[config.mk]
export PLATFORM = sky130hd
export DESIGN_NAME = rc6_data_in_loader
export DESIGN_NICKNAME = d
export VERILOG_FILES = /design/src/rtl/rc6_pkg.sv /design/src/rtl/rc6_lane_writer.sv /design/src/rtl/rc6_data_in_loader.sv
export SDC_FILE = /design/constraint.sdc
export NUM_CORES = 1
export LEC_CHECK = 0
export ABC_AREA = 1
export BUFFER_PORTS_ARGS = -buffer_cell sky130_fd_sc_hd__buf_4
export CAP_MARGIN = 20
export CORE_ASPECT_RATIO = 0.8
export CORE_UTILIZATION = 45
export DETAILED_ROUTE_END_ITERATION = 8
export GPL_TIMING_DRIVEN = 0
export PLACE_DENSITY = 0.69
export SETUP_SLACK_MARGIN = 0.5
export SLEW_MARGIN = 30
export SYNTH_ARGS = -nofsm -noshare
export SYNTH_HDL_FRONTEND = slang
export SYNTH_SLANG_ARGS = --single-unit
[constraint.sdc]
create_clock -name inClk -period 9.2 [get_ports inClk]
set_input_delay 0.46 -clock inClk [delete_from_list [all_inputs] [get_ports inClk]]
set_output_delay 0.46 -clock inClk [all_outputs]
set_load 0.02 [all_outputs]
[src/rtl/rc6_pkg.sv]
// Shared RC6 constants, loader state type and byte-lane mapping.
// Ports: none (package).
package rc6_pkg;

  localparam int RC6_BLOCK_W = 128;
  localparam int RC6_BYTES   = 16;

  typedef enum logic {
    FILL = 1'b0,
    FULL = 1'b1
  } ld_state_t;

  // Bit offset of the low bit of byte k inside the 128-bit block.
  // swap=1: word k/4 counted from the top, lane k%4 counted from its
  // bottom, which byte-reverses each 32-bit word of the NESSIE stream.
  // swap=0: plain big-endian packing, byte 0 at [127:120].
  function automatic logic [6:0] rc6_byte_lane(
    input logic [3:0] k,
    input logic       swap
  );
    int off;
    if (swap)
      off = 96 - 32 * int'(k[3:2]) + 8 * int'(k[1:0]);
    else
      off = 120 - 8 * int'(k);
    return 7'(off);
  endfunction

endpackage

[src/rtl/rc6_lane_writer.sv]
// Byte-enable demux and 128-bit block register.
// Ports: clk, rst, clear, wr_en, idx (byte index), din (byte), dout (block).
module rc6_lane_writer
  import rc6_pkg::*;
#(
  parameter bit SWAP_EN = 1'b1
) (
  input  logic                   clk,
  input  logic                   rst,
  input  logic                   clear,
  input  logic                   wr_en,
  input  logic [3:0]             idx,
  input  logic [7:0]             din,
  output logic [RC6_BLOCK_W-1:0] dout
);

  logic [6:0] off;

  assign off = rc6_byte_lane(idx, SWAP_EN);

  always_ff @(posedge clk or posedge rst) begin
    if (rst)
      dout <= '0;
    else if (clear)
      dout <= '0;
    else if (wr_en)
      dout[off +: 8] <= din;
  end

endmodule

[src/rtl/rc6_data_in_loader.sv]
// Byte-serial loader: assembles 16 NESSIE-order bytes into a core block.
// Ports: inClk, inReset, inClear, inByte/inByteValid/outByteReady (byte
// side), outData/outDataValid/inDataTaken (block side).
module rc6_data_in_loader
  import rc6_pkg::*;
#(
  parameter bit SWAP_EN = 1'b1
) (
  input  logic                   inClk,
  input  logic                   inReset,
  input  logic                   inClear,
  input  logic [7:0]             inByte,
  input  logic                   inByteValid,
  output logic                   outByteReady,
  output logic [RC6_BLOCK_W-1:0] outData,
  output logic                   outDataValid,
  input  logic                   inDataTaken
);

  ld_state_t  state;
  ld_state_t  state_nxt;
  logic [3:0] count;
  logic       accept;

  assign accept = inByteValid && outByteReady;

  always_ff @(posedge inClk or posedge inReset) begin
    if (inReset)
      state <= FILL;
    else
      state <= state_nxt;
  end

  always_comb begin
    state_nxt = state;
    if (inClear) begin
      state_nxt = FILL;
    end else begin
      unique case (state)
        FILL: if (accept && count == 4'd15) state_nxt = FULL;
        FULL: if (inDataTaken) state_nxt = FILL;
      endcase
    end
  end

  always_comb begin
    outByteReady = (state == FILL);
    outDataValid = (state == FULL);
  end

  // Counter wraps 15 -> 0 on the byte that completes the block.
  always_ff @(posedge inClk or posedge inReset) begin
    if (inReset)
      count <= '0;
    else if (inClear)
      count <= '0;
    else if (accept)
      count <= count + 4'd1;
  end

  rc6_lane_writer #(
    .SWAP_EN(SWAP_EN)
  ) u_lane (
    .clk  (inClk),
    .rst  (inReset),
    .clear(inClear),
    .wr_en(accept && !inClear),
    .idx  (count),
    .din  (inByte),
    .dout (outData)
  );

endmodule
==> impl_metrics.prom <==
# TYPE chip_impl_metric gauge
chip_impl_metric{name="cts.path.max_buffers",unit=""} 2
chip_impl_metric{name="clock_power_share",unit=""} 0.517
chip_impl_info{name="result_of_the_run",value="finished clean"} 1
chip_impl_info{name="crit_type",value="reg -> reg"} 1
chip_impl_metric{name="seqPwrFrac",unit=""} 0.405
chip_impl_metric{name="die_area",unit="sq um"} 13900
chip_impl_info{name="worstHoldPathType",value="in -> async"} 1
chip_impl_metric{name="syn-cell-area",unit="sq um"} 6020
chip_impl_info{name="slowest_stage",value="sky130_fd_sc_hd__dfrtp_1"} 1
chip_impl_metric{name="critPathRequiredTime",unit="ns"} 9.56
chip_impl_metric{name="final_cells",unit=""} 1053
chip_impl_metric{name="pin_count_of_the_biggest_net_entering_global_routing",unit=""} 74
chip_impl_metric{name="p_switching",unit="mW"} 0.343
chip_impl_metric{name="arrival",unit="ns"} 2.68
chip_impl_info{name="crit_path_start_kind",value="flip-flop"} 1
chip_impl_metric{name="tritoncts.num_buffers",unit=""} 17
chip_impl_metric{name="actual_slew_at_the_worst_max_slew_pin",unit="ns"} 0.586
chip_impl_info{name="timing.critical_path.cells",value="inv_2 > ha_1 > inv_1 > nand2_2 > nand2_4 > nor2_2 > nand2_1 > nor2_1 > nand2_1 > nand2_1"} 1
chip_impl_metric{name="ir_worst_vdd",unit="mV"} 0.134
chip_impl_metric{name="power.combinational.fraction",unit=""} 0.078
chip_impl_metric{name="clk-insertion-delay-late",unit="ns"} 0.42
chip_impl_metric{name="port_buf_inserts",unit=""} 142
chip_impl_metric{name="dieHeight",unit="um"} 105
chip_impl_metric{name="synth.ff_latch_count",unit=""} 133
chip_impl_metric{name="post-route-util",unit=""} 0.617
chip_impl_info{name="cts_root_buf",value="sky130_fd_sc_hd__clkbuf_16"} 1
chip_impl_info{name="startpoint",value="count[0]"} 1
chip_impl_metric{name="hold_ws",unit="ns"} 0.0597
chip_impl_metric{name="max_cap_viol_count",unit=""} 0
chip_impl_metric{name="power_switching_share",unit=""} 0.235
chip_impl_metric{name="ys.warnings.count",unit=""} 0
chip_impl_metric{name="drt-initial-drc-count",unit=""} 443
chip_impl_metric{name="vias_per_cell",unit=""} 5.43
chip_impl_metric{name="grt_pass1_wl",unit="um"} 29400
chip_impl_metric{name="totalPowerFinal",unit="mW"} 1.46
chip_impl_info{name="final_cell_mix",value="sky130_fd_sc_hd__nand2_1, sky130_fd_sc_hd__nand3_1, sky130_fd_sc_hd__buf_4"} 1
chip_impl_metric{name="critical-path-max-stage-delay",unit="ns"} 0.45
chip_impl_metric{name="synth_seq_area_share",unit=""} 0.553
chip_impl_metric{name="dpl-instance-area",unit="sq um"} 7340
chip_impl_metric{name="dp.final_hpwl",unit="um"} 14000
chip_impl_metric{name="boundaryPins",unit=""} 143
chip_impl_metric{name="area_growth_syn_to_layout",unit="%"} 32.8
chip_impl_metric{name="drive_gt1_frac",unit=""} 0.251
chip_impl_metric{name="ant_nets",unit=""} 0
chip_impl_metric{name="powerDensity",unit="nW/um^2"} 183
chip_impl_metric{name="nFillCells",unit=""} 1143
chip_impl_metric{name="power_leakage",unit="nW"} 4.27
chip_impl_metric{name="final_max_slew_viol_count",unit=""} 0
chip_impl_metric{name="detailroute.via_count",unit=""} 5722
chip_impl_metric{name="n_antenna_cell",unit=""} 0
chip_impl_metric{name="final_cell_area",unit="sq um"} 8000
chip_impl_metric{name="setup_bufs_post_cts",unit=""} 0
chip_impl_metric{name="detailedRoute.firstPassIterationCount",unit=""} 5
chip_impl_metric{name="starting_density_of_the_core",unit=""} 0.465
chip_impl_info{name="final_common_cell",value="sky130_fd_sc_hd__nand2_1"} 1
chip_impl_info{name="grt_setup_unrepaired",value="false"} 1
chip_impl_metric{name="clk_transition_reported_paths",unit="ns"} 0.06
chip_impl_metric{name="design.final.nets",unit=""} 884
chip_impl_metric{name="fmax",unit="MHz"} 431
chip_impl_info{name="critical_path.most_common_cell",value="sky130_fd_sc_hd__nand2_1"} 1
chip_impl_metric{name="grt_util_all_layers",unit=""} 0.278
chip_impl_metric{name="slew-limit-headroom",unit=""} 0.609
chip_impl_metric{name="setup_total_negative_slack",unit="ns"} 0
chip_impl_metric{name="report.final.hold_viol_count",unit=""} 0
chip_impl_metric{name="placement_rows",unit=""} 37
chip_impl_metric{name="h_tree_depth_reported_by_cts",unit=""} 4
chip_impl_metric{name="die_x",unit="um"} 131
chip_impl_metric{name="timing.final.crit_period",unit="ns"} 2.32
chip_impl_metric{name="post_synth_num_cell_types",unit=""} 30
chip_impl_metric{name="mean_post_synth_cell_area",unit="sq um"} 8.54
chip_impl_metric{name="fp.coreArea",unit="sq um"} 13000
chip_impl_metric{name="post_synth_inst_count",unit=""} 705
chip_impl_metric{name="initial_antenna_violation_count",unit=""} 0
chip_impl_metric{name="routed_wirelength",unit="um"} 18400
chip_impl_info{name="tritoncts",value="yes"} 1
chip_impl_metric{name="post_cts_resize_count",unit=""} 0
chip_impl_metric{name="skew",unit="ns"} 0.00981
chip_impl_metric{name="syn-num-nets",unit=""} 722
chip_impl_metric{name="wl_per_cell",unit="um"} 17.5
chip_impl_metric{name="cts_hold_buffers",unit=""} 0
chip_impl_metric{name="timing.final.crit_share",unit=""} 0.252
chip_impl_metric{name="detail_route.drc_violations",unit=""} 0
chip_impl_metric{name="worst_slack",unit="ns"} 6.88
chip_impl_metric{name="place.detailed.instances",unit=""} 1023
chip_impl_metric{name="dp_worst_slack",unit="ns"} 6.95
chip_impl_metric{name="grt_pass1_vias",unit=""} 5452
chip_impl_info{name="startpoint_of_the_lowest_slack_register_to_register_path",value="count[0]"} 1
chip_impl_metric{name="setup_viol",unit=""} 0
chip_impl_metric{name="clock_sink_count",unit=""} 133
chip_impl_metric{name="grt_overflow_total",unit=""} 0
chip_impl_metric{name="internal_power",unit="mW"} 1.12
chip_impl_metric{name="critPathMaxFanout",unit=""} 10
chip_impl_metric{name="place.gp.congestion",unit=""} 0.894
chip_impl_info{name="cp-end-kind",value="flip-flop"} 1
-- state kept, by name, summed over array words and instances, names as in the netlist --
name,flops
count,4
outDataValid,1
u_lane.dout,128
-- layer usage --
| metal | global-route usage | wire length, um |
|---|---|---|
| met1 | 0.400 | 8570 |
| met3 | 0.0678 | 1420 |
| met5 | 0 | 0 |
| met4 | 0.0748 | 223 |
| met2 | 0.418 | 8210 |
-- worst paths after layout --
path                            depth (start not counted)  slack (ns)               end
min in group inClk                                      3        0.38    u_lane.dout[7]
max in group asynchronous                               3        8.45   u_lane.dout[73]
worst max register to register                         10        6.88   u_lane.dout[92]
worst max-delay path                                   10        6.88   u_lane.dout[92]
worst min register to register                          2        0.50   u_lane.dout[97]
worst min-delay path                                    2        0.06  u_lane.dout[109]
-- logic make-up (layout without fill, tap and decap cells) --
| kind of cell | after synthesis | after routing | share of synthesized area |
|---|---|---|---|
| buffers and inverters | 57 | 230 | 0.0391 |
| AND/OR/NAND/NOR | 480 | 480 | 0.370 |
| adder cells (fa/ha/maj) | 4 | 4 | 0.00831 |
| flip-flops | 133 | 133 | 0.553 |
| AO/OA/AOI/OAI | 31 | 31 | 0.0297 |
-- cells in the mapped netlist (all sizes together) --
cell type,instances,share of area
nand4,23,0.025
a21oi,3,0.0025
ha,4,0.0083
nor3,16,0.020
o21ai,18,0.015
clkinv,2,0.0015
o31ai,8,0.010
a31oi,1,0.0010
nand3,158,0.13
inv,27,0.017
buf,11,0.010
a211oi,1,0.0012
nand2,224,0.15
clkbuf,17,0.011
dfrtp,133,0.55
nor2,59,0.043
-- critical path, delay by kind of cell, from the launching register on --
family / cells / cell delay [ns]
simple gates: 7 / 1.29
flops: 1 / 0.45
fa+ha+maj: 1 / 0.26
buf+inv: 2 / 0.25
-- power groups by stage --
stage          logic, mW  clock network, mW  registers (mW)
5_1_grt            0.124              0.793           0.592
3_3_place_gp       0.108                  0           0.602
4_1_cts            0.112              0.765           0.592
2_1_floorplan     0.0684                  0           0.606
3_5_place_dp       0.112                  0           0.602
6_report           0.114              0.757           0.592
-- final cells by class --
class	count	area [sq um]	area share
timing repair buffer	143	1090	0.137
clock inverter	13	233	0.0291
tap	175	219	0.0274
multi-input combinational	515	2460	0.307
sequential	133	3330	0.416
buffer	28	125	0.0156
clock buffer	17	425	0.0532
inverter	29	118	0.0147
(Power assumes the default switching activity.)
